<file path="src/rtl/blake2s_pkg.sv">
// Shared constants, feeder state encoding and the digest-length clamp for the BLAKE2s message feeder.
// Purely declarative: no latency, no flow control.
// Backpressure: not applicable.
package blake2s_pkg;

    localparam int BB     = 64;
    localparam int IDX_W  = 6;
    localparam int NN_MAX = 32;

    localparam logic [IDX_W-1:0] IDX_LAST = IDX_W'(BB - 1);

    typedef enum logic [2:0] {
        IDLE,
        FILL,
        PAD,
        WAIT_CORE,
        WAIT_HASH,
        DRAIN
    } feeder_state_e;

    // A zero-length digest is meaningless, so it is promoted to one byte.
    function automatic logic [7:0] clamp_nn(input logic [7:0] nn);
        if (nn == 8'd0) begin
            return 8'd1;
        end
        if (nn > 8'(NN_MAX)) begin
            return 8'(NN_MAX);
        end
        return nn;
    endfunction

endpackage

</file>
<file path="src/rtl/blake2s_digest_capture.sv">
// Captures nn digest bytes from the core after a start pulse and frames them as a byte stream.
// Latency: h_i byte k appears on hash_o one cycle after it is presented; done_o marks the last byte.
// Backpressure: none, the output stream is never stalled.
module blake2s_digest_capture
    import blake2s_pkg::*;
(
    input  logic       clk,
    input  logic       nreset,
    input  logic       start_i,
    input  logic [7:0] nn_i,
    input  logic [7:0] h_i,
    output logic       done_o,
    output logic       hash_v_o,
    output logic [7:0] hash_o,
    output logic       hash_last_o
);

    logic       active_q, active_d;
    logic [7:0] cnt_q, cnt_d;
    logic       hash_v_q, hash_v_d;
    logic [7:0] hash_q, hash_d;
    logic       hash_last_q, hash_last_d;
    logic [7:0] cur;

    always_comb begin
        active_d    = active_q;
        cnt_d       = cnt_q;
        hash_v_d    = 1'b0;
        hash_d      = 8'd0;
        hash_last_d = 1'b0;
        cur         = cnt_q;
        if (start_i || active_q) begin
            // The start cycle already carries digest byte 0.
            cur      = start_i ? 8'd0 : cnt_q;
            hash_v_d = 1'b1;
            hash_d   = h_i;
            if (cur == nn_i - 8'd1) begin
                hash_last_d = 1'b1;
                active_d    = 1'b0;
                cnt_d       = 8'd0;
            end else begin
                active_d = 1'b1;
                cnt_d    = cur + 8'd1;
            end
        end
    end

    always_ff @(posedge clk or negedge nreset) begin
        if (!nreset) begin
            active_q    <= 1'b0;
            cnt_q       <= 8'd0;
            hash_v_q    <= 1'b0;
            hash_q      <= 8'd0;
            hash_last_q <= 1'b0;
        end else begin
            active_q    <= active_d;
            cnt_q       <= cnt_d;
            hash_v_q    <= hash_v_d;
            hash_q      <= hash_d;
            hash_last_q <= hash_last_d;
        end
    end

    assign hash_v_o    = hash_v_q;
    assign hash_o      = hash_q;
    assign hash_last_o = hash_last_q;
    assign done_o      = hash_last_q;

endmodule

</file>
<file path="src/rtl/blake2s_msg_feeder.sv">
// Splits a byte stream into zero-padded 64-byte BLAKE2s blocks for the core and re-emits the digest; BLAKE2S_FEEDER_PERF_EN adds perf_cycles_o.
// Latency: an accepted byte is written to the core one cycle later; digest bytes lag h_i by one cycle.
// Backpressure: s_ready_o follows core_ready_i only while filling a block; the digest output has none.
module blake2s_msg_feeder
    import blake2s_pkg::*;
(
    input  logic             clk,
    input  logic             nreset,
    input  logic [7:0]       kk_i,
    input  logic [7:0]       nn_i,
    input  logic             s_valid_i,
    output logic             s_ready_o,
    input  logic [7:0]       s_data_i,
    input  logic             s_last_i,
    output logic [7:0]       kk_o,
    output logic [7:0]       nn_o,
    output logic [63:0]      ll_o,
    output logic             block_first_o,
    output logic             block_last_o,
    output logic             data_v_o,
    output logic [IDX_W-1:0] data_idx_o,
    output logic [7:0]       data_o,
    input  logic             core_ready_i,
    input  logic             finished_i,
    input  logic [7:0]       h_i,
    output logic             hash_v_o,
    output logic [7:0]       hash_o,
    output logic             hash_last_o
`ifdef BLAKE2S_FEEDER_PERF_EN
    ,
    output logic [31:0]      perf_cycles_o
`endif
);

    feeder_state_e    state_q, state_d;
    logic [7:0]       kk_q, kk_d;
    logic [7:0]       nn_q, nn_d;
    logic [63:0]      ll_q, ll_d;
    logic             first_q, first_d;
    logic             last_q, last_d;
    logic [IDX_W-1:0] idx_q, idx_d;
    logic             seen_low_q, seen_low_d;
    logic             fin_prev_q;
    logic             dv_q, dv_d;
    logic [IDX_W-1:0] didx_q, didx_d;
    logic [7:0]       dat_q, dat_d;
    logic             cap_start;
    logic             cap_done;

    always_comb begin
        state_d    = state_q;
        kk_d       = kk_q;
        nn_d       = nn_q;
        ll_d       = ll_q;
        first_d    = first_q;
        last_d     = last_q;
        idx_d      = idx_q;
        seen_low_d = seen_low_q;
        dv_d       = 1'b0;
        didx_d     = '0;
        dat_d      = 8'd0;
        s_ready_o  = 1'b0;
        cap_start  = 1'b0;
        case (state_q)
            IDLE: begin
                if (s_valid_i && core_ready_i) begin
                    kk_d    = kk_i;
                    nn_d    = clamp_nn(nn_i);
                    ll_d    = 64'd0;
                    first_d = 1'b1;
                    last_d  = 1'b0;
                    idx_d   = '0;
                    state_d = FILL;
                end
            end
            FILL: begin
                s_ready_o = core_ready_i;
                if (s_valid_i && core_ready_i) begin
                    dv_d   = 1'b1;
                    didx_d = idx_q;
                    dat_d  = s_data_i;
                    ll_d   = ll_q + 64'd1;
                    idx_d  = idx_q + 1'b1;
                    if (s_last_i) begin
                        last_d  = 1'b1;
                        state_d = (idx_q == IDX_LAST) ? WAIT_HASH : PAD;
                    end else if (idx_q == IDX_LAST) begin
                        seen_low_d = 1'b0;
                        state_d    = WAIT_CORE;
                    end
                end
            end
            PAD: begin
                dv_d   = 1'b1;
                didx_d = idx_q;
                idx_d  = idx_q + 1'b1;
                if (idx_q == IDX_LAST) begin
                    state_d = WAIT_HASH;
                end
            end
            WAIT_CORE: begin
                // The core has already sampled block_first with the idx 63 write.
                first_d = 1'b0;
                idx_d   = '0;
                if (!core_ready_i) begin
                    seen_low_d = 1'b1;
                end
                if (seen_low_q && core_ready_i) begin
                    state_d = FILL;
                end
            end
            WAIT_HASH: begin
                if (finished_i && !fin_prev_q) begin
                    cap_start = 1'b1;
                    state_d   = DRAIN;
                end
            end
            DRAIN: begin
                if (cap_done) begin
                    first_d = 1'b1;
                    state_d = IDLE;
                end
            end
            default: state_d = IDLE;
        endcase
    end

    always_ff @(posedge clk or negedge nreset) begin
        if (!nreset) begin
            state_q    <= IDLE;
            kk_q       <= 8'd0;
            nn_q       <= 8'd0;
            ll_q       <= 64'd0;
            first_q    <= 1'b1;
            last_q     <= 1'b0;
            idx_q      <= '0;
            seen_low_q <= 1'b0;
            fin_prev_q <= 1'b0;
            dv_q       <= 1'b0;
            didx_q     <= '0;
            dat_q      <= 8'd0;
        end else begin
            state_q    <= state_d;
            kk_q       <= kk_d;
            nn_q       <= nn_d;
            ll_q       <= ll_d;
            first_q    <= first_d;
            last_q     <= last_d;
            idx_q      <= idx_d;
            seen_low_q <= seen_low_d;
            fin_prev_q <= finished_i;
            dv_q       <= dv_d;
            didx_q     <= didx_d;
            dat_q      <= dat_d;
        end
    end

    assign kk_o          = kk_q;
    assign nn_o          = nn_q;
    assign ll_o          = ll_q;
    assign block_first_o = first_q;
    assign block_last_o  = last_q;
    assign data_v_o      = dv_q;
    assign data_idx_o    = didx_q;
    assign data_o        = dat_q;

    blake2s_digest_capture u_capture (
        .clk         (clk),
        .nreset      (nreset),
        .start_i     (cap_start),
        .nn_i        (nn_q),
        .h_i         (h_i),
        .done_o      (cap_done),
        .hash_v_o    (hash_v_o),
        .hash_o      (hash_o),
        .hash_last_o (hash_last_o)
    );

`ifdef BLAKE2S_FEEDER_PERF_EN
    logic [31:0] perf_q, perf_d;

    // Every non-IDLE cycle belongs to the message, up to and including the hash_last cycle in DRAIN.
    always_comb begin
        perf_d = perf_q;
        if (state_q == IDLE && state_d == FILL) begin
            perf_d = 32'd0;
        end else if (state_q != IDLE && perf_q != 32'hFFFF_FFFF) begin
            perf_d = perf_q + 32'd1;
        end
    end

    always_ff @(posedge clk or negedge nreset) begin
        if (!nreset) begin
            perf_q <= 32'd0;
        end else begin
            perf_q <= perf_d;
        end
    end

    assign perf_cycles_o = perf_q;
`endif

endmodule

</file>
<file path="config.mk">
export PLATFORM = sky130hd
export DESIGN_NAME = blake2s_msg_feeder
export DESIGN_NICKNAME = d
export VERILOG_FILES = /design/src/rtl/blake2s_pkg.sv /design/src/rtl/blake2s_digest_capture.sv /design/src/rtl/blake2s_msg_feeder.sv
export SDC_FILE = /design/constraint.sdc
export NUM_CORES = 1
export LEC_CHECK = 0
export BUFFER_PORTS_ARGS = -buffer_cell sky130_fd_sc_hd__buf_2
export CORE_ASPECT_RATIO = 1.2
export CORE_MARGIN = 3
export CORE_UTILIZATION = 55
export CTS_CLUSTER_DIAMETER = 80
export DETAILED_ROUTE_END_ITERATION = 16
export PLACE_DENSITY = 0.85
export SLEW_MARGIN = 20
export SYNTH_ARGS = -nofsm -noshare
export SYNTH_HDL_FRONTEND = slang
export SYNTH_SLANG_ARGS = --single-unit
</file>
<file path="constraint.sdc">
create_clock -name clk -period 3.1 [get_ports clk]
set_input_delay 0.465 -clock clk [delete_from_list [all_inputs] [get_ports clk]]
set_output_delay 0.465 -clock clk [all_outputs]
set_load 0.02 [all_outputs]
</file>
# After elaboration in Yosys (flattened, before gate mapping)

Index checks and enable logic that the tools add are counted.
Widths: inputs -> output; s select.

Flip-flop bits (word level): 127
Output and inout bits: 108
Word-level logic and storage cells: 113

$add $sub $neg: 4
Order comparisons: 1
Eq/ne operators: 18
Mux-type cells: 55
Reduce and logical (&&, ||, !) cells: 18

Operators by type and width:

| kind                  | number |
|---|---|
| $mux 64               | 2 |
| $pmux 64 s2           | 1 |
| $mux 8                | 9 |
| $add 64x1->64 const B | 1 |
| $mux 3                | 9 |
| $mux 1                | 24 |
| $pmux 6 s4            | 1 |
| $mux 6                | 3 |
| $ne 2x2->1 const B    | 9 |
| $pmux 3 s6            | 1 |
| $pmux 6 s2            | 1 |
| $reduce_and 3->1      | 3 |
| $add 8x1->8 const B   | 1 |
| $eq 8x8->1            | 1 |
| $gt 8x6->1 const B    | 1 |
| $logic_not 8->1       | 1 |
| $sub 8x1->8 const B   | 1 |
| $reduce_and 7->1      | 1 |
| $add 6x1->6 const B   | 1 |
| $eq 3x2->1 const B    | 2 |
| $eq 3x3->1 const B    | 2 |
| $eq 6x6->1 const B    | 1 |
| $pmux 1 s2            | 3 |
| $reduce_and 5->1      | 1 |
| other kinds (13)      | 16 |

# Longest topological paths before layout

Word-level depth: 9
Depth in mapped cells: 11
Mapped depth without buffers: 9

# Modules after synthesis

Synthesis repeated with hierarchy kept, for this count alone.

Cell total of the unflattened synthesis: 749
Area total of the unflattened synthesis: 6857.8 sq um

By module, submodules not included:

| module                 | times used | cells an instance | area each (sq um) | sequential area each (sq um) |
|---|---|---|---|---|
| blake2s_msg_feeder     | 1          | 634               | 5774.3            | 2703.8 |
| blake2s_digest_capture | 1          | 115               | 1083.5            | 475.5 |

# Least setup slack after synthesis

Ideal clock, no wire load.

Kind: reg2reg
From: reg ll_q[2] (netlist: ll_o[2])
To: reg ll_q[45] (netlist: ll_o[45])
Library setup time: 69 ps
Data arrival time: 2555 ps
Data required time: 3031 ps
Slack: 475 ps
Cell stages (with the launch flop): 8
Path buffers: 1
Clock period less this slack: 2625 ps
Cells stage by stage: dfrtp_1 nand4_1 or3_1 buf_2 or3_4 or4_4 or3_1 nand3_1

Word-level cells in the longest chain between the ends: 3

RTL lines:

| what                     | line                      | source |
|---|---|---|
| start: declaration       | blake2s_msg_feeder.sv:38  | `logic [63:0] ll_q, ll_d;` |
| start signal: assignment | blake2s_msg_feeder.sv:146 | `ll_q <= ll_d;` |
| $add 64x1->64            | blake2s_msg_feeder.sv:82  | `ll_d = ll_q + 64'd1;` |
| $mux 64                  | blake2s_msg_feeder.sv:78  | `if (s_valid_i && core_ready_i) begin` |
| $pmux 64 s2              | blake2s_msg_feeder.sv:64  | `case (state_q)` |

Every way passes these cells. The select of a mux whose other input is x is not followed.
A chain may end at the register's enable or synchronous reset.

# Worst setup path in the final report

From: reg nn_q[0] (netlist: nn_o[0])
To: reg u_capture.cnt_q[4]

Word-level cells in the longest chain between the ends: 3

RTL lines:

| what                     | line                         | source |
|---|---|---|
| start: declaration       | blake2s_msg_feeder.sv:37     | `logic [7:0] nn_q, nn_d;` |
| start signal: assignment | blake2s_msg_feeder.sv:145    | `nn_q <= nn_d;` |
| $sub 8x1->8              | blake2s_digest_capture.sv:37 | `if (cur == nn_i - 8'd1) begin` |
| $eq 8x8->1               | blake2s_digest_capture.sv:37 |  |
| $mux 8                   | blake2s_digest_capture.sv:37 |  |
| end signal: assignment   | blake2s_digest_capture.sv:57 | `cnt_q <= cnt_d;` |
| end: declaration         | blake2s_digest_capture.sv:19 | `logic [7:0] cnt_q, cnt_d;` |

Every way passes these cells.

==> impl_metrics.tcl <==
set metrics [dict create \
    startpoint "nn_o[0]" \
    rows 43 \
    antenna_cells 0 \
    max_freq_mhz 364.2 \
    insertion_delay_ns 0.41 \
    cts-htree-levels 4 \
    io_pins 146 \
    route.detailed.drc 0 \
    r2r_start "nn_o[0]" \
    power_switching_share_pct 38.14 \
    grt_pass1_vias 5993 \
    async_flop_share_pct 100.0 \
    clkTransAtPathRegs_ns 0.06 \
    synth_adder_area_share_pct 0.7391 \
    endpoint_kind "register" \
    muxShareOfSynthArea_pct 1.644 \
    hold_ws_ns 0.1093 \
    place_congestion 0.9015 \
    num-fill-cells 934 \
    layout-drive-gt1-share_pct 22.83 \
    p_int_mw 3.887 \
    synth-simple-area-share_pct 27.92 \
    cts_sinks 127 \
    dr.pass1.iters 5 \
    port-buffer-count 145 \
    synth_flop_cell "dfrtp_1" \
    synth_xor_xnor_area_share_pct 2.421 \
    dp_cells 1045 \
    worst-r2r-setup-slack_ns 0.35 \
    drtAntennaViolNets 0 \
    area_growth_syn_to_layout_pct 21.75 \
    drtIter0Drc 676 \
    yosysWarnings 0 \
    hold_viol 0 \
    vdd_drop_max_uv 624.2 \
    dieArea_mm2 0.01368 \
    ys_seq_area_share_pct 46.95 \
    holdBufCountCts 0 \
    slew_viol_final 0 \
    seqPwrFrac_pct 37.3 \
    fin_skew_ns 0.004941 \
    grt_setup_unrepaired "no" \
    setup_viol 0 \
    die_w_um 107.3 \
    r2r_cells 8 \
    p_leak_nw 4.001 \
    synth_top_family_by_area "simple AND/OR/NAND/NOR gates" \
    grt_util_all_layers_pct 26.25 \
    relSlewSlack_pct 43.34 \
    p_per_area_mw_per_mm2 762.2 \
    grt_max_degree 64 \
    synth_area_mm2 0.006771 \
    cts_buffers 17 \
    overflow 0 \
    initial_utilization_pct 57.47 \
    cts_tree "done" \
    cp-start-kind "register" \
    synth.distinct_cells 61 \
    crit_type "reg2reg" \
    syn_area_per_cell_um2 8.794 \
    hold_path.class "in2async" \
    synth_edf_count 0 \
    antenna_found_initial 0 \
    nets 949 \
    cts_root_buf "clkbuf_16" \
    fin_cells 1077 \
    arrival_ns 3.01 \
    netlist_instances 770 \
    synth_compound_gate_area_share_pct 16.74 \
    pwr-share-clk_pct 28.8 \
    num_vias 6559 \
    status "completed" \
    grt_pass1_wl_um 29360 \
    routed_wirelength_um 17560 \
    finalCritPeriodShare_pct 88.56 \
    worstPathRequired_ns 3.36 \
    dpl.hpwl_um 12090 \
    min_period_ns 2.745 \
    fin_tns_setup_ns 0 \
    cp_max_fo 9 \
    max_cap_viol_count 0 \
    r2r_end "u_capture.cnt_q[4]" \
    p_comb_share_pct 33.9 \
    die_h_um 127.6 \
    critPathCapture "u_capture.cnt_q[4]" \
    via_per_inst 6.090 \
    core_mm2 0.01178 \
    syn-num-nets 812 \
    wl_per_cell_um 16.30 \
    cts-resized-gates 0 \
    worst-slew-pin-transition_ns 0.8433 \
    cts_max_path_buffers 2 \
    power_switching_mw 2.397 \
    synth_seq_cells 127 \
    post_cts_buffers 0 \
]
-- cell usage after synthesis, types with 4 or more instances --
cell | count | share of area (%)
clkbuf_1 | 39 | 2.2
a22oi_1 | 6 | 0.67
o211ai_1 | 4 | 0.44
and3_1 | 34 | 3.1
and4_1 | 6 | 0.78
nor3_1 | 32 | 2.4
nor4_1 | 14 | 1.3
nor2b_1 | 4 | 0.37
inv_1 | 16 | 0.89
a21oi_1 | 32 | 2.4
a41oi_1 | 5 | 0.65
a21o_1 | 8 | 0.89
nor2_1 | 50 | 2.8
mux2i_1 | 10 | 1.5
and2_1 | 28 | 2.6
ha_1 | 4 | 0.74
dfrtp_1 | 126 | 47
nand3_1 | 47 | 3.5
buf_1 | 6 | 0.33
nand2_1 | 89 | 4.9
nand2b_1 | 6 | 0.55
xnor2_1 | 8 | 1.0
xor2_1 | 8 | 1.0
or3_1 | 11 | 1.0
o31ai_1 | 5 | 0.55
nand4_1 | 29 | 2.7
a31oi_1 | 20 | 1.8
o21ai_0 | 70 | 5.2
-- per-layer routing --
layer  track usage (%)  routed length (um)
met5                 0                   0
met4             7.675                 312
met3             6.013                1436
met2             43.20                8627
met1             34.80                7180
-- logic make-up after synthesis --
logic type / count (synthesis)
AOI/OAI and AO/OA: 182
xor gates and xnor gates: 17
adders and majority gates: 4
buffers and inverters: 64
DFF: 127
muxes: 11
and+or+nand+nor: 365
-- cell usage in the layout, fill, tap and decap left out, drive strengths merged, types with 5 or more instances in the layout --
| cell | count |
|---|---|
| nand4 | 29 |
| and2 | 29 |
| or3 | 12 |
| a41oi | 5 |
| o21ai | 70 |
| inv | 16 |
| clkbuf | 22 |
| a21oi | 32 |
| o31ai | 5 |
| nor4 | 15 |
| buf | 165 |
| nor3 | 33 |
| xor2 | 8 |
| clkinv | 6 |
| nand3 | 47 |
| dfrtp | 126 |
| nor2 | 50 |
| a31oi | 20 |
| clkinvlp | 5 |
| and4 | 6 |
| mux2i | 10 |
| a22oi | 6 |
| nand2b | 6 |
| xnor2 | 8 |
| a21o | 8 |
| nand2 | 89 |
| and3 | 34 |
-- stage by stage --
step	setup WS (ns)	instance area (um2)	utilization [%]	power, mW
after global routing	0.1067	8244	69.97	6.677
after global placement	0.5150	7697	65.33	4.414
after CTS	0.3511	8244	69.97	6.286
after detailed placement	0.4085	7697	65.33	4.471
after floorplan	0.4754	6771	-	3.808
final	0.3546	8244	69.97	6.284
-- power by group through the flow --
stage,registers [mW],logic [mW],clock network (mW)
floorplan,2.49,1.32,0
global placement,2.34,2.07,0
detailed placement,2.35,2.12,0
CTS,2.33,2.13,1.83
global route,2.39,2.37,1.91
finish,2.34,2.13,1.81
-- state kept, by name, summed over array words and instances, names as in the netlist, 3 cells and up --
| signal | flops |
|---|---|
| u_capture.hash_o | 8 |
| nn_o | 8 |
| idx_q | 6 |
| u_capture.cnt_q | 8 |
| data_idx_o | 6 |
| data_o | 8 |
| kk_o | 8 |
| state_q | 3 |
| ll_o | 64 |
-- critical path: stages (launching register included) --
cell and delay (ns):
dfrtp_1 0.46, inv_1 0.11, ha_1 0.21, nor3b_1 0.25, xor2_1 0.24, mux2_2 0.36, o22a_1 0.22, nor4_1 0.60
nor3_1 0.14
-- layout make-up --
type                    instances  area [um2]  area share, %
inverters                      17       63.81         0.7740
well taps                     157       196.4          2.383
clock inverters                10       62.56         0.7588
repair buffers                165       903.4          10.96
multi-input cells             579        3354          40.69
flip-flops and latches        127        3179          38.56
clock buffers                  22       484.2          5.873
-- how the worst min path moves through the flow --
stage | slack [ns] | end | cells after the start | from
detailed placement | 0.46 | kk_o[5] | 2 | kk_o[5]
floorplan | 0.17 | block_last_o | 0 | nreset
global placement | 0.46 | kk_o[7] | 2 | kk_o[7]
global route | 0.18 | data_o[5] | 1 | nreset
CTS | 0.14 | data_o[7] | 1 | nreset
finish | 0.11 | data_o[2] | 1 | nreset
Note: power is estimated with default switching activity, not from simulation.
